[config.mk]
export PLATFORM = sky130hd
export DESIGN_NAME = seq_detector_param
export DESIGN_NICKNAME = d
export VERILOG_FILES = /design/src/rtl/seq_detector_param.sv
export SDC_FILE = /design/constraint.sdc
export NUM_CORES = 1
export LEC_CHECK = 0
export CAP_MARGIN = 30
export CORE_ASPECT_RATIO = 0.75
export CORE_MARGIN = 5
export CORE_UTILIZATION = 35
export CTS_CLUSTER_DIAMETER = 60
export CTS_CLUSTER_SIZE = 14
export DETAILED_ROUTE_END_ITERATION = 16
export DONT_BUFFER_PORTS = 1
export SLEW_MARGIN = 20
export SYNTH_ARGS = -nofsm -noshare
export SYNTH_HDL_FRONTEND = slang
export SYNTH_SLANG_ARGS = --single-unit
[constraint.sdc]
create_clock -name CLK -period 4.5 [get_ports CLK]
set_input_delay 0.225 -clock CLK [delete_from_list [all_inputs] [get_ports CLK]]
set_output_delay 0.225 -clock CLK [all_outputs]
set_load 0.005 [all_outputs]
[src/rtl/seq_detector_param.sv]
// Parametrised serial sequence detector.
// Compares a PAT_W-bit window of a qualified serial stream against a
// runtime-loadable pattern, with overlapping / non-overlapping match modes
// and a saturating match counter with a sticky saturation flag.
//
// state | meaning
// ------+---------------------------------------------------------------
// FILL  | fewer than PAT_W-1 bits accepted since reset/load/match; no match
// ARMED | PAT_W-1 bits held in history; the next valid bit may complete a match

module seq_detector_param #(
   parameter int               PAT_W       = 4,
   parameter int               CNT_W       = 8,
   parameter logic [PAT_W-1:0] DEFAULT_PAT = 4'b1011
) (
   input  logic             CLK,
   input  logic             RES,
   input  logic             din,
   input  logic             din_valid,
   input  logic             overlap_en,
   input  logic             pat_load,
   input  logic [PAT_W-1:0] pat_in,
   input  logic             clr_count,
   output logic             match,
   output logic [CNT_W-1:0] match_count,
   output logic             count_sat,
   output logic [PAT_W-1:0] pattern
);

   // fill only has to reach PAT_W-1, so clog2(PAT_W) bits always suffice
   // (one bit when PAT_W is 2).
   localparam int               FILL_W   = $clog2(PAT_W);
   localparam logic [FILL_W-1:0] FILL_MAX = FILL_W'(PAT_W - 1);
   localparam logic [CNT_W-1:0]  CNT_MAX  = '1;

   typedef enum logic {
      FILL  = 1'b0,
      ARMED = 1'b1
   } state_t;

   state_t             state;
   logic [PAT_W-2:0]   history;
   logic [FILL_W-1:0]  fill;
   logic [FILL_W-1:0]  fill_nxt;
   logic [PAT_W-1:0]   window;
   logic               hit;

   // Oldest bit lands in the MSB. Taking the low PAT_W-1 bits of the window
   // as the next history avoids a negative slice when PAT_W is 2.
   assign window = {history, din};

   // A completed match on this edge; load always wins over the data bit.
   assign hit = din_valid && !pat_load && (state == ARMED) && (window == pattern);

   // Saturating fill increment used when a valid bit does not match.
   assign fill_nxt = (fill == FILL_MAX) ? fill : fill + FILL_W'(1);

   // Pattern register, history shift, fill tracking and match pulse.
   always_ff @(posedge CLK or posedge RES) begin
      if (RES) begin
         pattern <= DEFAULT_PAT;
         history <= '0;
         fill    <= '0;
         state   <= FILL;
         match   <= 1'b0;
      end else if (pat_load) begin
         pattern <= pat_in;
         history <= '0;
         fill    <= '0;
         state   <= FILL;
         match   <= 1'b0;
      end else if (din_valid) begin
         history <= window[PAT_W-2:0];
         if (hit) begin
            match <= 1'b1;
            if (overlap_en) begin
               fill  <= FILL_MAX;
               state <= ARMED;
            end else begin
               // Non-overlapping: a completely fresh window is required.
               fill  <= '0;
               state <= FILL;
            end
         end else begin
            match <= 1'b0;
            fill  <= fill_nxt;
            state <= (fill_nxt == FILL_MAX) ? ARMED : FILL;
         end
      end else begin
         match <= 1'b0;
      end
   end

   // Saturating match counter; a clear beats a same-edge increment.
   always_ff @(posedge CLK or posedge RES) begin
      if (RES) begin
         match_count <= '0;
         count_sat   <= 1'b0;
      end else if (clr_count) begin
         match_count <= '0;
         count_sat   <= 1'b0;
      end else if (hit) begin
         if (match_count == CNT_MAX) begin
            count_sat <= 1'b1;
         end else begin
            match_count <= match_count + CNT_W'(1);
         end
      end
   end

endmodule
==> results of run 1 <==
cell families after synthesis:
logic type      share of synthesized area
buf+inv                           0.02396
xor+xnor                          0.05296
fa+ha+maj                         0.01261
flops                              0.5082
compound gates                    0.06052
mux                               0.08575
simple gates                       0.2560
layout make-up:
| type | instances | share of cell area |
|---|---|---|
| Clock buffer | 4 | 0.05134 |
| Inverter | 1 | 0.003501 |
| Multi-Input combinational cell | 64 | 0.4329 |
| Sequential cell | 20 | 0.4702 |
| Tap cell | 36 | 0.04201 |
sequential cells by signal, indices dropped and copies added (netlist names):
name,count
match_count,8
pattern,4
history,3
fill,2
count_sat,1
match,1
state,1
worst max-delay path, cell delays in order (launching register included):
cell	delay, ps
dfstp_2	560
xor2_1	90
nor3_4	250
nand3_4	160
or4b_1	520
a21oi_1	160
metal layers:
metal | routed length [um] | global-route usage | up-vias
li1 | - | - | 319
met1 | 809 | 0.1211 | 309
met2 | 871 | 0.1571 | 13
met3 | 128 | 0.04693 | 5
met4 | 29 | 0.04021 | 0
met5 | 0 | 0 | -
layout by cell type, fill, tap and decap left out, types with 2 or more instances in the layout:
cell | synthesis | layout
dfrtp_1 | 17 | 17
nor2_1 | 10 | 10
nand2_1 | 6 | 6
a21oi_1 | 6 | 6
xor2_1 | 5 | 5
mux2i_1 | 4 | 4
mux2_2 | 4 | 4
clkbuf_8 | 0 | 4
o21ai_0 | 3 | 3
dfstp_2 | 3 | 3
nor3_4 | 2 | 2
nor4_1 | 2 | 2
nand4_1 | 2 | 2
nand3_1 | 2 | 2
or3_1 | 2 | 2
o31ai_1 | 2 | 2
or4_1 | 2 | 2
report_power, final:
part | switching [mW] | internal, mW | leakage [nW] | total (mW)
logic | 0.0124 | 0.0108 | 0.151 | 0.0233
clock network | 0.0601 | 0.0780 | 0.0288 | 0.138
registers | 0.00633 | 0.188 | 0.264 | 0.195
per-stage QoR:
| step | setup slack [ps] | std cells | area, um2 | power (mW) |
|---|---|---|---|---|
| final | 2685 | 125 | 1072 | 0.3559 |
| after global routing | 2580 | 125 | 1072 | 0.3689 |
| after CTS | 2678 | 125 | 1072 | 0.3602 |
| after detailed placement | 2698 | 121 | 1017 | 0.2220 |
| after global placement | 2732 | 121 | 1017 | 0.2212 |
| after floorplan | 2789 | 89 | 992.2 | 0.2213 |
worst max-delay path by stage:
stage,startpoint,endpoint,slack [ps],cells past startpoint
global route,pattern[3],match_count[5],2580,5
floorplan,pattern[3],match_count[3],2790,5
detailed placement,pattern[3],match_count[3],2700,5
CTS,pattern[3],match_count[3],2680,5
global placement,pattern[3],match_count[3],2730,5
finish,pattern[3],match_count[3],2690,5
synthesized netlist by cell type, drive strengths merged:
cell,n,area [um2]
a21oi,6,30.03
or4b,1,10.01
xnor2,1,8.760
ha,1,12.51
nor3,3,37.53
nand2,6,22.52
o21ai,3,15.01
nor3b,1,7.510
nor2,10,37.54
nor4,3,25.02
clkbuf,1,5.000
mux2,4,45.04
xor2,5,43.79
and3b,1,12.51
dfstp,3,78.83
or3,2,12.51
inv,1,3.750
nand4,2,12.51
buf,3,15.02
and4,1,10.01
dfrtp,17,425.4
o31ai,2,15.01
and2,1,7.510
nor2b,1,6.260
mux2i,4,40.04
or4,2,15.01
nand3,3,27.53
nor4bb,1,10.01
==> run metrics, run 1 <==
worst-margin pin slew=774.6 ps; Max Fclk=0.5510 GHz; row count=16; Worst Setup End Kind=register; Yosys warnings=0; TritonCTS Buffers=3; minimum clock period=1815 ps; leak pwr=0.4437 nW; number of global-route vias before repair=682; Final nets=102; Power Dens Cells=331.9 mW/mm2; Fin. Hold Viols=17; H-tree levels=1; syn nets=101; clock-pin slew on the worst setup and hold paths=70 ps; post-CTS sizing=0; worst endpoint data arrival time=2000 ps; fillers=261; IO buf count=0; share of cells above drive strength 1=0.2022; Layout Utilization=0.4027; R2R Path End=match_count[3]; Post-Syn Area=992.2 um2; # clock sinks=20; Die H=56.11 um; drt wl/cell=14.70 um; Post-Syn Instances=89; FF-to-FF path depth=5; Clock Latency Late Sink=260 ps; total global-route track usage=0.1015; Iteration-0 DRC Markers=9; Slew headroom=0.4830; Worst Skew=1.126 ps; DRC=0; initial antenna violation count=0; Max Slew Vio Count=0; setup_tns=0 ps; R2R Setup Slk=2690 ps; Unique masters post-synth=32; DR vias/cell=5.168; drt pass-1 iters=4; CTS Root Buffer Type=clkbuf_8; Setup-failing EPs final=0; Routed WL=1.838 mm; full die area=0.004011 mm2; failing checks=negative hold slack; DP HPWL=1.385 mm; ANT cells=0; Core ar.=0.002663 mm2; Synth-to-Final Area Change=8.071%; startpoint types=register; worst-path fanout max=10; clock tree buffer depth=2; Crit Path Class=reg2reg; Post-CTS Hold Buffers=0; FF/Latch Area=504.2 um2; hold_ws=-12.98 ps; vias=646; post-route ant nets=0; die width=71.48 um; HP Class=in2async; # Post-CTS Setup Buffers=0; Yosys reg bits=20; Starting Density=0.3727; CTS tree=done; worst endpoint required time=4690 ps; max_cap viols=0; RePlAce Congestion=0.6591; unrepaired setup endpoints after global routing=no; r2r startpoint=pattern[3]; total global routing overflow=0; multi-input logic area=464.2 um2; first-pass GRT wire length=3.201 mm; largest net degree at the start of global routing=21; outcome=finished with violations; I/O pins=25; VDD IR max=0.2161 mV; Avg Cell Area, Syn=11.15 um2; sequential-to-total area share from yosys stat=0.5082; Tcrit/Tclk final=0.4033
Power figures use the tool's default switching activity.
==> run 2: changes to the inputs <==
clock period = 1.7 ns   (was 4.5 ns; I/O delays follow)
==> run 2 against run 1 <==
Against the previous run: the flow finishes with violations (negative hold slack, negative setup slack); largest power group unchanged; sequential share of layout area decreased by 8.9 points; highest routed layer unchanged; final area increased by 23%; clock power increased to 2.6 times the previous value; clock skew about the same.
==> run metrics, run 2 (synthesis gave the netlist of run 1 again) <==
worst-path fanout max=7; HP Class=in2reg; Synth-to-Final Area Change=33.29%; drt pass-1 iters=4; FF-to-FF path depth=5; worst endpoint required time=1890 ps; Slew headroom=0.5094; CTS Root Buffer Type=clkbuf_8; Clock Latency Late Sink=260 ps; Routed WL=2.038 mm; share of cells above drive strength 1=0.3839; multi-input logic area=519.2 um2; top routing layer used=met4; hold_ws=-125.6 ps; fillers=237; initial antenna violation count=0; DRC=0; R2R Setup Slk=-20 ps; biggest regs=match_count x8, pattern x4, history x3; first-pass GRT wire length=3.339 mm; r2r startpoint=pattern[1]; Tot Pwr=970.3 uW; total global-route track usage=0.1051; clock-pin slew on the worst setup and hold paths=70 ps; setup_tns=-56.99 ps; pre-CTS setup slack=-17.62 ps; Hold Path Stages=1; Die H=56.11 um; leak pwr=0.5612 nW; row count=16; Fin. Hold Viols=9; Max Fclk=0.5807 GHz; Worst Skew=1.404 ps; VDD IR max=0.6595 mV; # clock sinks=20; commonest non-fill, non-tap cell in the layout=dfrtp_1; Core ar.=0.002663 mm2; Largest Register=match_count; ANT cells=0; DP HPWL=1.486 mm; full die area=0.004011 mm2; CTS tree=done; TritonCTS Buffers=3; Worst Setup End Kind=register; H-tree levels=1; Setup-failing EPs final=3; most frequent cells in the layout=17 x dfrtp_1, 14 x buf_4, 10 x nor2_1, 9 x dlygate4sd3_1, 6 x nand2_1; Iteration-0 DRC Markers=16; metal2 WL=907 um; DR vias/cell=4.885; largest net degree at the start of global routing=21; R2R Path End=match_count[3]; startpoint types=register; vias=723; Tcrit/Tclk final=1.013; Layout Utilization=0.4967; drt wl/cell=13.77 um; Crit Path Class=reg2reg; unrepaired setup endpoints after global routing=yes; max_cap viols=0; outcome=finished with violations; post-route ant nets=0; Final nets=125; max reg flops=8; minimum clock period=1722 ps; Starting Density=0.3727; failing checks=negative hold slack, negative setup slack; hold path startpoint=clr_count; Power Dens Cells=733.7 mW/mm2; FF/Latch Area=504.2 um2; worst-margin pin slew=735.1 ps; met3 WL post-DR=177 um; die width=71.48 um; number of global-route vias before repair=743; IO buf count=0; clock tree buffer depth=2; worst endpoint data arrival time=1910 ps; Max Slew Vio Count=0; Met1 Wirelength=932 um; Hold Path Sink=match_count[3]; RePlAce Congestion=0.7213; post-route setup slack=-22.11 ps; I/O pins=25; total global routing overflow=0
==> run 2: changes by cell type in the layout (fill, tap and decap cells not counted), sizes merged <==
cell / change
buf: +14
dlygate4sd3: +9
==> run 2: worst max path at each step <==
stage	startpoint	end	slack, ps	cells past startpoint
after floorplan	pattern[0]	match_count[7]	20	5
after global placement	pattern[0]	match_count[3]	20	5
after detailed placement	pattern[0]	match_count[5]	-20	5
after CTS	pattern[0]	match_count[7]	-30	5
after global routing	pattern[1]	match_count[7]	-100	6
final	pattern[1]	match_count[3]	-20	5
==> run 2: where the power goes <==
| group | switching [mW] | internal, mW |
|---|---|---|
| clock network | 0.146 | 0.206 |
| registers | 0.0164 | 0.499 |
| logic | 0.0464 | 0.0574 |
==> run 2: area by class of cell <==
type | instances | share of cell area
Tap cell | 36 | 0.03406
Timing Repair Buffer | 23 | 0.1476
Sequential cell | 20 | 0.3813
Multi-Input combinational cell | 64 | 0.3926
Clock buffer | 4 | 0.04163
Inverter | 1 | 0.002838
==> run 2: metrics by stage <==
step / area [um2] / hold slack (ps) / instances
2_1_floorplan: 999.7 / 46.61 / 89
3_3_place_gp: 1107 / 139.8 / 132
3_5_place_dp: 1107 / 141.6 / 132
4_1_cts: 1257 / -123.7 / 145
5_1_grt: 1323 / -142.7 / 148
6_report: 1323 / -125.6 / 148
==> run 2: critical path, stage by stage, from the launching register on <==
cell and delay, ps:
dfstp_2 560, xor2_2 90, nor3_4 250, nand3_4 140
or4b_4 500, a21oi_2 120
==> run 2: repair_timing <==
item / 4_1_cts / 5_1_grt
pin swaps: 0 / 7
setup endpoints to repair: 4 / 7
resized for setup: 1 / 9
gates cloned: 0 / 0
hold buffers: 8 / 1
hold endpoints to repair: 36 / 10
buffers inserted: 1 / 2
==> run 2: per-layer routing <==
layer | global-route usage | up-vias
met1 | 0.1343 | 333
met2 | 0.1610 | 25
met4 | 0.03217 | 0
li1 | - | 361
met3 | 0.04332 | 4
met5 | 0 | -
==> run 3: changes to the inputs <==
BUFFER_PORTS_ARGS = -buffer_cell sky130_fd_sc_hd__clkbuf_2   (was unset)
CAP_MARGIN = 20   (was 30)
DONT_BUFFER_PORTS = unset   (was 1)
SKIP_LAST_GASP = 1   (was unset)
==> run 3 against run 2 <==
Against the previous run: the run ends with negative setup slack left; worst hold slack gained 180 ps; power shrank 2.4%; combinational power grew 6%; final area grew 0.76%.
==> run metrics, run 3 (synthesis gave the netlist of run 1 again) <==
ANT cells=0; Iteration-0 DRC Markers=48; worst-margin pin slew=759.5 ps; outcome=finished with violations; clock-pin slew on the worst setup and hold paths=80 ps; Non-Filler Instances=163; placed cells=155; CTS tree=done; TritonCTS Buffers=3; worst endpoint required time=1890 ps; IO buf count=24; Layout Utilization=0.5005; unrepaired setup endpoints after global routing=yes; Worst Skew=9.727 ps; Power Dens Cells=710.8 mW/mm2; biggest regs=match_count x8, pattern x4, history x3; Fin. Hold Viols=0; Crit Path Class=reg2reg; Seq pwr share=0.544; # clock sinks=20; Final nets=140; CP top delay family=simple AND/OR/NAND/NOR gates; total global-route track usage=0.1228; critical path's slowest cell=dfstp_2; leak pwr=0.6171 nW; first-pass GRT wire length=3.898 mm; largest net degree at the start of global routing=21; commonest non-fill, non-tap cell in the layout=clkbuf_2; vias=801; die width=71.48 um; Max Slew Vio Count=0; DRC=0; clock tree buffer depth=2; metal2 WL=988 um; Tcrit/Tclk final=1.011; I/O pins=25; startpoint types=register; RePlAce Congestion=0.7203; total global routing overflow=0; Core ar.=0.002663 mm2; worst-path fanout max=6; Comb pwr share=0.116; critical path, cell by cell=xor2_2, nor3_4, nand3_4, or4b_4, a21oi_2; row count=16; H-tree levels=1; HP Class=in2reg; Clock Latency Late Sink=260 ps; initial antenna violation count=0; Crit path largest cell delay=560 ps; minimum clock period=1719 ps; drt wl/cell=13.34 um; CTS Root Buffer Type=clkbuf_8; max_cap viols=0; Met1 Wirelength=1.031 mm; setup_tns=-21.56 ps; full die area=0.004011 mm2; Tot Pwr=947.1 uW; hold_ws=57.43 ps; Setup-failing EPs final=2; failing checks=negative setup slack; Critical path buffers and inverters=0; drt pass-1 iters=4; worst endpoint data arrival time=1900 ps; Die H=56.11 um; number of global-route vias before repair=809; switching share of total power=0.2419; Max Fclk=0.5816 GHz; met3 WL post-DR=139 um; most frequent cells in the layout=24 x clkbuf_2, 17 x dfrtp_1, 13 x buf_4, 10 x nor2_1, 6 x nand2_1; Starting Density=0.3727; Switch Pwr=229.1 uW; max reg flops=8; top routing layer used=met4; DR vias/cell=4.914; Int Pwr=718.0 uW; Synth-to-Final Area Change=34.30%; VDD IR max=0.5756 mV; post-route ant nets=0; clock share of power=0.340; Routed WL=2.174 mm; Slew headroom=0.4931; Largest Register=match_count; post-route setup slack=-19.30 ps; share of cells above drive strength 1=0.4803; DP HPWL=1.591 mm; Worst Setup End Kind=register
[run 3: changes by cell type in the layout (fill, tap and decap cells not counted)]
cell           change
dlygate4sd3_1      -8
or4_4              -2
nor4bb_1           -1
a21oi_2            -3
or4_1              +2
nor4bb_2           +1
o21ai_1            +1
a21oi_1            +3
clkbuf_8           -1
clkbuf_1           +1
clkbuf_2          +24
buf_4              -1
o21ai_0            -1
[run 3: cell type report]
type | count | area, um2
Clock buffer | 4 | 45.04
Fill cell | 247 | 1330
Inverter | 1 | 3.754
Multi-Input combinational cell | 64 | 506.7
Sequential cell | 20 | 504.2
Tap cell | 36 | 45.04
Timing Repair Buffer | 38 | 227.7
[run 3: power by group through the flow]
stage                     clock network [mW]  registers [mW]  logic [mW]
after floorplan                            0           0.521      0.0667
after global routing                   0.361           0.518       0.123
after detailed placement                   0           0.523       0.101
after global placement                     0           0.521      0.0997
final                                  0.322           0.515       0.110
after CTS                              0.333           0.515       0.106
[run 3: timing repair]
action / CTS / global route
setup endpoints to repair: 5 / 10
setup buffers: 1 / 2
pin swaps: 4 / 4
endpoints found under the hold margin: 17 / 0
gates resized for setup: 2 / 5
cloned: 0 / 0
hold buffers: 1 / 0
[run 3: path summary, 6_finish.rpt]
| path | start | end | slack, ps | depth (start not counted) |
|---|---|---|---|---|
| setup reg to reg | pattern[0] | match_count[3] | -20 | 5 |
| hold reg to reg | count_sat | count_sat | 510 | 2 |
| hold / removal | pat_in[3] | pattern[3] | 60 | 2 |
| setup / recovery | pattern[0] | match_count[3] | -20 | 5 |
| min in group asynchronous | RES | match_count[4] | 490 | 3 |
| max in group asynchronous | RES | history[1] | 730 | 3 |
[run 3: per-layer routing]
metal  global-route usage  vias to the layer above
li1                     -                      392
met1               0.1635                      384
met2               0.1846                       23
met3              0.04332                        2
met4              0.04021                        0
met5                    0                        -
[run 3: worst register-to-register path, stage by stage, from the launching register on]
cell	delay, ps
dfstp_2	560
xor2_2	90
nor3_4	260
nand3_4	130
or4b_4	500
a21oi_2	120
[run 3: per-stage QoR]
stage | worst slack (ps) | instance area (um2)
after detailed placement | -15.75 | 1220
after global placement | 6.737 | 1220
after global routing | -100.7 | 1333
after floorplan | 15.44 | 999.7
final | -19.30 | 1333
after CTS | -30.00 | 1296
